`src/rtl/fast_square_pkg.sv`:
```
// Shared definitions for the synthesizer step programmer: word width, default
// parameter values, sequencer state encoding and serializer phases.
package fast_square_pkg;

  localparam int SYNTH_WORD_W = 24;

  localparam int                      DEF_NUM_FREQ_STEPS     = 14;
  localparam logic [SYNTH_WORD_W-1:0] DEF_BASE_WORD          = 24'h0A0001;
  localparam logic [SYNTH_WORD_W-1:0] DEF_STEP_WORD          = 24'h000100;
  localparam int                      DEF_SCLK_DIV           = 4;
  localparam int                      DEF_LOCK_TIMEOUT_TICKS = 50000;

  localparam int STATE_W = 3;
  localparam logic [STATE_W-1:0] ST_IDLE     = 3'd0;
  localparam logic [STATE_W-1:0] ST_LOAD     = 3'd1;
  localparam logic [STATE_W-1:0] ST_SHIFT    = 3'd2;
  localparam logic [STATE_W-1:0] ST_LATCH    = 3'd3;
  localparam logic [STATE_W-1:0] ST_LOCKWAIT = 3'd4;

  typedef enum logic [1:0] {
    TX_IDLE  = 2'd0,
    TX_SHIFT = 2'd1,
    TX_LATCH = 2'd2
  } tx_phase_e;

endpackage

```
`src/rtl/freq_step_programmer_if.sv`:
```
// Request, lock-detect, status and 3-wire SPI signals of the step programmer.
interface freq_step_programmer_if;

  logic       freq_step_reset;
  logic       freq_step;
  logic       pll_locked;
  logic       spi_sclk;
  logic       spi_data;
  logic       spi_le;
  logic       busy;
  logic [7:0] step_index;
  logic       lock_timeout;

  modport master (
    output freq_step_reset, freq_step, pll_locked,
    input  spi_sclk, spi_data, spi_le, busy, step_index, lock_timeout
  );

  modport slave (
    input  freq_step_reset, freq_step, pll_locked,
    output spi_sclk, spi_data, spi_le, busy, step_index, lock_timeout
  );

endinterface

```
`src/rtl/synth_spi_tx.sv`:
```
// 3-wire serializer: shifts a 24-bit word MSB first on an idle-low SCLK, then
// pulses LE for SCLK_DIV cycles. abort drops every line low immediately.
module synth_spi_tx
  import fast_square_pkg::*;
#(
  parameter int SCLK_DIV = DEF_SCLK_DIV
) (
  input  logic                    clock,
  input  logic                    reset,
  input  logic                    abort,
  input  logic                    start,
  input  logic [SYNTH_WORD_W-1:0] word,
  output logic                    spi_sclk,
  output logic                    spi_data,
  output logic                    spi_le,
  output logic                    shift_done,
  output logic                    done
);

  localparam int               DIV_W    = (SCLK_DIV > 1) ? $clog2(SCLK_DIV) : 1;
  localparam logic [DIV_W-1:0] DIV_LAST = DIV_W'(SCLK_DIV - 1);
  localparam int               BIT_W    = $clog2(SYNTH_WORD_W);
  localparam logic [BIT_W-1:0] BIT_LAST = BIT_W'(SYNTH_WORD_W - 1);

  tx_phase_e               phase;
  logic [DIV_W-1:0]        div_cnt;
  logic [BIT_W-1:0]        bit_cnt;
  logic [SYNTH_WORD_W-1:0] shreg;
  logic                    div_wrap;

  assign div_wrap   = (div_cnt == DIV_LAST);
  assign shift_done = (phase == TX_SHIFT) && spi_sclk && div_wrap && (bit_cnt == BIT_LAST);
  assign done       = (phase == TX_LATCH) && div_wrap;
  // Data follows the shift register, which only moves on the falling SCLK edge.
  assign spi_data   = (phase == TX_SHIFT) && shreg[SYNTH_WORD_W-1];

  always_ff @(posedge clock) begin
    if (reset || abort) begin
      phase    <= TX_IDLE;
      div_cnt  <= '0;
      bit_cnt  <= '0;
      shreg    <= '0;
      spi_sclk <= 1'b0;
      spi_le   <= 1'b0;
    end else begin
      case (phase)
        TX_IDLE: begin
          if (start) begin
            phase    <= TX_SHIFT;
            shreg    <= word;
            div_cnt  <= '0;
            bit_cnt  <= '0;
            spi_sclk <= 1'b0;
          end
        end
        TX_SHIFT: begin
          div_cnt <= div_wrap ? '0 : div_cnt + 1'b1;
          if (div_wrap) begin
            spi_sclk <= ~spi_sclk;
            if (spi_sclk) begin
              if (bit_cnt == BIT_LAST) begin
                phase  <= TX_LATCH;
                spi_le <= 1'b1;
              end else begin
                bit_cnt <= bit_cnt + 1'b1;
                shreg   <= {shreg[SYNTH_WORD_W-2:0], 1'b0};
              end
            end
          end
        end
        TX_LATCH: begin
          div_cnt <= div_wrap ? '0 : div_cnt + 1'b1;
          if (div_wrap) begin
            spi_le <= 1'b0;
            phase  <= TX_IDLE;
          end
        end
        default: phase <= TX_IDLE;
      endcase
    end
  end

endmodule

```
`src/rtl/freq_step_programmer.sv`:
```
// Sweep sequencer: tracks the synthesizer step, programs each word over SPI and
// waits for PLL relock, with a one-deep request queue and a sticky timeout flag.
module freq_step_programmer
  import fast_square_pkg::*;
#(
  parameter int                      NUM_FREQ_STEPS     = DEF_NUM_FREQ_STEPS,
  parameter logic [SYNTH_WORD_W-1:0] BASE_WORD          = DEF_BASE_WORD,
  parameter logic [SYNTH_WORD_W-1:0] STEP_WORD          = DEF_STEP_WORD,
  parameter int                      SCLK_DIV           = DEF_SCLK_DIV,
  parameter int                      LOCK_TIMEOUT_TICKS = DEF_LOCK_TIMEOUT_TICKS
) (
  input  logic                 clock,
  input  logic                 reset,
  freq_step_programmer_if.slave bus
);

  localparam int               TO_W      = $clog2(LOCK_TIMEOUT_TICKS + 1);
  localparam logic [TO_W-1:0]  TO_LAST   = TO_W'(LOCK_TIMEOUT_TICKS - 1);
  localparam logic [7:0]       LAST_STEP = 8'(NUM_FREQ_STEPS - 1);

  logic [STATE_W-1:0]      state;
  logic [7:0]              step_index;
  logic [SYNTH_WORD_W-1:0] acc;
  logic                    pending;
  logic                    lock_timeout;
  logic [TO_W-1:0]         lock_cnt;
  logic                    advance;
  logic                    tx_start;
  logic                    tx_shift_done;
  logic                    tx_done;

  // A queued request is served from IDLE exactly like a fresh pulse.
  assign advance  = (state == ST_IDLE) && (bus.freq_step || pending);
  assign tx_start = (state == ST_LOAD);

  assign bus.busy         = !((state == ST_IDLE) && !pending);
  assign bus.step_index   = step_index;
  assign bus.lock_timeout = lock_timeout;

  always_ff @(posedge clock) begin
    if (reset) begin
      state        <= ST_IDLE;
      step_index   <= '0;
      acc          <= BASE_WORD;
      pending      <= 1'b0;
      lock_timeout <= 1'b0;
      lock_cnt     <= '0;
    end else if (bus.freq_step_reset) begin
      state        <= ST_LOAD;
      step_index   <= '0;
      acc          <= BASE_WORD;
      pending      <= 1'b0;
      lock_timeout <= 1'b0;
      lock_cnt     <= '0;
    end else begin
      if (bus.freq_step && !advance) begin
        pending <= 1'b1;
      end
      case (state)
        ST_IDLE: begin
          if (advance) begin
            pending <= 1'b0;
            state   <= ST_LOAD;
            if (step_index == LAST_STEP) begin
              step_index <= '0;
              acc        <= BASE_WORD;
            end else begin
              step_index <= step_index + 8'd1;
              acc        <= acc + STEP_WORD;
            end
          end
        end
        ST_LOAD:  state <= ST_SHIFT;
        ST_SHIFT: if (tx_shift_done) state <= ST_LATCH;
        ST_LATCH: begin
          if (tx_done) begin
            state    <= ST_LOCKWAIT;
            lock_cnt <= '0;
          end
        end
        ST_LOCKWAIT: begin
          if (bus.pll_locked) begin
            state <= ST_IDLE;
          end else if (lock_cnt == TO_LAST) begin
            lock_timeout <= 1'b1;
            state        <= ST_IDLE;
          end else begin
            lock_cnt <= lock_cnt + 1'b1;
          end
        end
        default: state <= ST_IDLE;
      endcase
    end
  end

  synth_spi_tx #(
    .SCLK_DIV (SCLK_DIV)
  ) u_spi_tx (
    .clock      (clock),
    .reset      (reset),
    .abort      (bus.freq_step_reset),
    .start      (tx_start),
    .word       (acc),
    .spi_sclk   (bus.spi_sclk),
    .spi_data   (bus.spi_data),
    .spi_le     (bus.spi_le),
    .shift_done (tx_shift_done),
    .done       (tx_done)
  );

endmodule
```
`src/flat_wrapper.sv`:
```
// flat-port wrapper written by rule: the top's interface ports become plain ports
module freq_step_programmer_flat import fast_square_pkg::*;
#(
  parameter int                      NUM_FREQ_STEPS     = DEF_NUM_FREQ_STEPS,
  parameter logic [SYNTH_WORD_W-1:0] BASE_WORD          = DEF_BASE_WORD,
  parameter logic [SYNTH_WORD_W-1:0] STEP_WORD          = DEF_STEP_WORD,
  parameter int                      SCLK_DIV           = DEF_SCLK_DIV,
  parameter int                      LOCK_TIMEOUT_TICKS = DEF_LOCK_TIMEOUT_TICKS
)
  (clock, reset, bus_freq_step_reset, bus_freq_step, bus_pll_locked, bus_spi_sclk, bus_spi_data, bus_spi_le, bus_busy, bus_step_index, bus_lock_timeout);
  freq_step_programmer_if bus_i ();
  input  logic clock;
  input  logic reset;
  input wire logic [$bits(bus_i.freq_step_reset)-1:0] bus_freq_step_reset;
  input wire logic [$bits(bus_i.freq_step)-1:0] bus_freq_step;
  input wire logic [$bits(bus_i.pll_locked)-1:0] bus_pll_locked;
  output wire logic [$bits(bus_i.spi_sclk)-1:0] bus_spi_sclk;
  output wire logic [$bits(bus_i.spi_data)-1:0] bus_spi_data;
  output wire logic [$bits(bus_i.spi_le)-1:0] bus_spi_le;
  output wire logic [$bits(bus_i.busy)-1:0] bus_busy;
  output wire logic [$bits(bus_i.step_index)-1:0] bus_step_index;
  output wire logic [$bits(bus_i.lock_timeout)-1:0] bus_lock_timeout;
  assign bus_i.freq_step_reset = bus_freq_step_reset;
  assign bus_i.freq_step = bus_freq_step;
  assign bus_i.pll_locked = bus_pll_locked;
  assign bus_spi_sclk = bus_i.spi_sclk;
  assign bus_spi_data = bus_i.spi_data;
  assign bus_spi_le = bus_i.spi_le;
  assign bus_busy = bus_i.busy;
  assign bus_step_index = bus_i.step_index;
  assign bus_lock_timeout = bus_i.lock_timeout;
  freq_step_programmer #(.NUM_FREQ_STEPS(NUM_FREQ_STEPS), .BASE_WORD(BASE_WORD), .STEP_WORD(STEP_WORD), .SCLK_DIV(SCLK_DIV), .LOCK_TIMEOUT_TICKS(LOCK_TIMEOUT_TICKS)) u_core (.clock(clock), .reset(reset), .bus(bus_i));
endmodule
```
`config.mk`:
```
export PLATFORM = sky130hd
export DESIGN_NAME = freq_step_programmer_flat
export DESIGN_NICKNAME = d
export VERILOG_FILES = /design/src/rtl/fast_square_pkg.sv /design/src/rtl/freq_step_programmer_if.sv /design/src/rtl/synth_spi_tx.sv /design/src/rtl/freq_step_programmer.sv /design/src/flat_wrapper.sv
export SDC_FILE = /design/constraint.sdc
export NUM_CORES = 1
export LEC_CHECK = 0
export BUFFER_PORTS_ARGS = -buffer_cell sky130_fd_sc_hd__buf_2
export CORE_MARGIN = 5
export CORE_UTILIZATION = 55
export DETAILED_ROUTE_END_ITERATION = 8
export PLACE_DENSITY = 0.81
export SLEW_MARGIN = 20
export SYNTH_ARGS = -nofsm -noshare
export SYNTH_HDL_FRONTEND = slang
export SYNTH_SLANG_ARGS = --single-unit
```
`constraint.sdc`:
```
create_clock -name clock -period 2.4 [get_ports clock]
set_input_delay 0.6 -clock clock [delete_from_list [all_inputs] [get_ports clock]]
set_output_delay 0.6 -clock clock [all_outputs]
set_load 0.005 [all_outputs]
```
==> results.toml <==
[status]
outcome = "finished clean"

[detailed_routing]
first_pass_iters = 5
viasPerCell = 6.13
ant_nets = 0
totalWireLength_um = 8830
drt-initial-drc-count = 299
vias = 3617
wl_per_cell_um = 15.0
drc_errors = 0

[sta]
timing.hold.ws_ns = 0.448
finalSetupViolCount = 0
slew_headroom_pct = 42.3
final_max_slew_viol_count = 0
fin_ws_ns = 0.0806
fin_skew_ns = 0.0131
fmax_ghz = 0.431
period_share_pct = 96.6
hold_viol_final = 0
fin_crit_ns = 2.32
tightest_slew_ns = 0.860

[clock_network]
cts_tree = "yes"
clk_latency_ns = 0.35
numCtsBuffers = 9
clockBufferDepth = 2
hold_buffers = 0
clkSlewWorstSetupHoldPaths_ns = 0.09
cts_sinks = 81
root_buffer = "clkbuf_8"
h-tree-depth = 3

[synth]
synth_top_cell_area_share_pct = 40.8
ys_warn_count = 0
yosysTopAreaCell = "dfxtp_1"
yosysUniqueCellTypes = 55
async_flop_share_pct = 0
ys_seq_area_share_pct = 40.8
ys_seq_elements = 81
synth_edf_count = 0
avgSynthCellArea_um2 = 8.53
synth_top_flop_cell = "dfxtp_1"
syn_inst = 466
syn_area_mm2 = 0.00397
syn-num-nets = 481
synthTopCellsByArea = "dfxtp_1 41%, a21oi_1 5.7%, mux2i_1 4.3%, a211oi_1 3.4%, ha_1 3.1%"

[floorplanning]
die_y_um = 95
core-area_mm2 = 0.00714
rows = 31
ios = 18
start_util_pct = 55.7
die_w_um = 95
dieArea_mm2 = 0.00903

[setup_path]
crit_slowest_cell = "or4_1"
critPathMaxStageDelay_ns = 0.57
arrival_ns = 2.60
required_ns = 2.68
crit_family = "simple AND/OR/NAND/NOR gates"
cp_num_buf_inv = 1
r2r-start = "u_core.lock_cnt[5]$_SDFFE_PP0P_"
critPathKind = "reg2reg"
cp-end-kind = "flip-flop"
reg2reg_slack_ns = 0.08
r2r_end = "u_core.lock_cnt[11]$_SDFFE_PP0P_"
r2r.worst_path.cells = 5
start_kind = "flip-flop"
path_cells = "or4b_1, or4_1, buf_4, a2111oi_2, nand3b_1"
cp_max_fo = 22

[finish]
drive_gt1_share_pct = 13.0
diodes = 0
fin_nets = 501
fin_area_mm2 = 0.00443
area_growth_pct = 11.6

[place]
placed_cell_area_mm2 = 0.00420
hpwl_um = 6020
place.gp.congestion = 0.891
portBuffers = 17
pre_cts_ws_ns = 0.133

[power_and_ir_drop]
power.total_mw = 2.67
power_density_mw_per_mm2 = 602
peakVddDrop_mv = 0.461
leakage_nw = 1.42

[run]
cap_violations = 0

[worst_hold_path]
hold_class = "in2reg"
holdCritStartpoint = "reset"
min_path_cells = 2
holdPathEnd = "u_core.state[0]$_SDFFE_PP0P_"

[grt]
first_global_vias = 3296
grt_pass1_wl_um = 15400
grt_overflow_total = 0
grt_max_degree = 35
grtUsageTotal_pct = 21.2
antenna_found_initial = 0
[cells in the mapped netlist (all sizes together) (2+ instances only)]
cell	instances
dfxtp	81
a21oi	45
nor2	33
o21ai	28
nand2	27
clkbuf	26
nand3	20
nand4	19
a211oi	18
mux2i	17
inv	14
nor3	12
a31oi	11
ha	10
xnor2	9
or3	8
or4	7
nand2b	6
o211ai	6
and2	5
and4	4
nand4b	4
nor4	4
xor2	4
a311oi	3
a41oi	3
and3	3
buf	3
o311ai	3
or2	3
or3b	3
a211o	2
a31o	2
nand3b	2
nor2b	2
o21a	2
o221ai	2
[where the power goes]
part / switching [mW] / total (mW) / internal, mW / leakage, nW
logic: 0.139 / 0.217 / 0.0783 / 0.671
registers: 0.0186 / 1.38 / 1.37 / 0.655
clock network: 0.482 / 1.07 / 0.585 / 0.0995
total: 0.640 / 2.67 / 2.03 / 1.42
[flip-flops by register name (all words and copies together) (netlist names)]
name and cells:
u_core.u_spi_tx.bit_cnt 5, u_core.u_spi_tx.div_cnt 2, u_core.lock_cnt 16, u_core.pending 1, u_core.acc 17, u_core.state 3, u_core.u_spi_tx.spi_sclk 1, u_core.u_spi_tx.shreg 24
u_core.bus.step_index 8, u_core.bus.lock_timeout 1, u_core.u_spi_tx.spi_le 1, u_core.u_spi_tx.phase 2
[timing repair]
item | CTS | global route
buffers inserted | 0 | 2
endpoints found under the setup margin | 0 | 12
resized for setup | 0 | 2
[through the flow]
| step | TNS [ns] | utilization, % | std cells |
|---|---|---|---|
| final | 0 | 62.1 | 590 |
| after global routing | -0.0297 | 62.1 | 590 |
| after CTS | 0 | 61.8 | 588 |
| after detailed placement | 0 | 58.9 | 572 |
| after global placement | 0 | 58.9 | 572 |
| after floorplan | 0 | - | 466 |
[layout by cell type, fill, tap and decap left out, drive strengths merged, types with 3 or more instances in the layout]
cell,n
mux2i,17
nand2,27
buf,38
o311ai,3
nand4,19
xnor2,9
o211ai,6
nor4,4
a41oi,3
nand2b,6
and2,5
or3,8
inv,14
nor2,33
nand4b,4
a311oi,3
clkbuf,11
o21ai,28
and3,3
dfxtp,81
or4,7
or3b,3
nor3,12
nand3,20
ha,10
a211oi,18
and4,4
a31oi,11
or2,3
xor2,4
a21oi,45
[how the worst max path moves through the flow]
stage	start	end	slack, ns	cells after the start
after CTS	u_core.lock_cnt[0]$_SDFFE_PP0P_	u_core.lock_cnt[11]$_SDFFE_PP0P_	0.09	6
after detailed placement	u_core.lock_cnt[5]$_SDFFE_PP0P_	u_core.lock_cnt[11]$_SDFFE_PP0P_	0.13	5
after global routing	u_core.lock_cnt[5]$_SDFFE_PP0P_	u_core.lock_cnt[11]$_SDFFE_PP0P_	-0.02	5
after global placement	u_core.lock_cnt[5]$_SDFFE_PP0P_	u_core.lock_cnt[15]$_SDFFE_PP0P_	0.21	4
after floorplan	u_core.lock_cnt[4]$_SDFFE_PP0P_	u_core.lock_cnt[14]$_SDFFE_PP0P_	0.15	7
final	u_core.lock_cnt[5]$_SDFFE_PP0P_	u_core.lock_cnt[11]$_SDFFE_PP0P_	0.08	5
[routing by layer]
| metal | global-route usage, % | share of wire [%] |
|---|---|---|
| met5 | 0 | 0 |
| met4 | 7.45 | 1.2 |
| met3 | 4.54 | 4.7 |
| met2 | 33.4 | 48 |
| met1 | 28.6 | 46 |
[logic make-up after synthesis]
logic type,synth area share [%]
compound gates,21.6
xor+xnor,2.87
fa+ha+maj,3.15
buf+inv,4.44
flops,40.8
mux,4.28
simple gates,22.8
[worst register-to-register path, cell delays in order, from the launching register on]
cell and delay (ns):
dfxtp_1 0.37, or4b_1 0.51, or4_1 0.57, buf_4 0.24, a2111oi_2 0.40, nand3b_1 0.16
[cell type report]
type | instances | area, um^2
clock buffers | 11 | 131
inverters | 14 | 52.6
multi-input cells | 342 | 2180
flip-flops and latches | 81 | 1620
repair buffers | 38 | 243
clock inverters | 5 | 80.1
fillers | 624 | 2700
well taps | 99 | 124
Note: power is estimated with default switching activity, not from simulation.
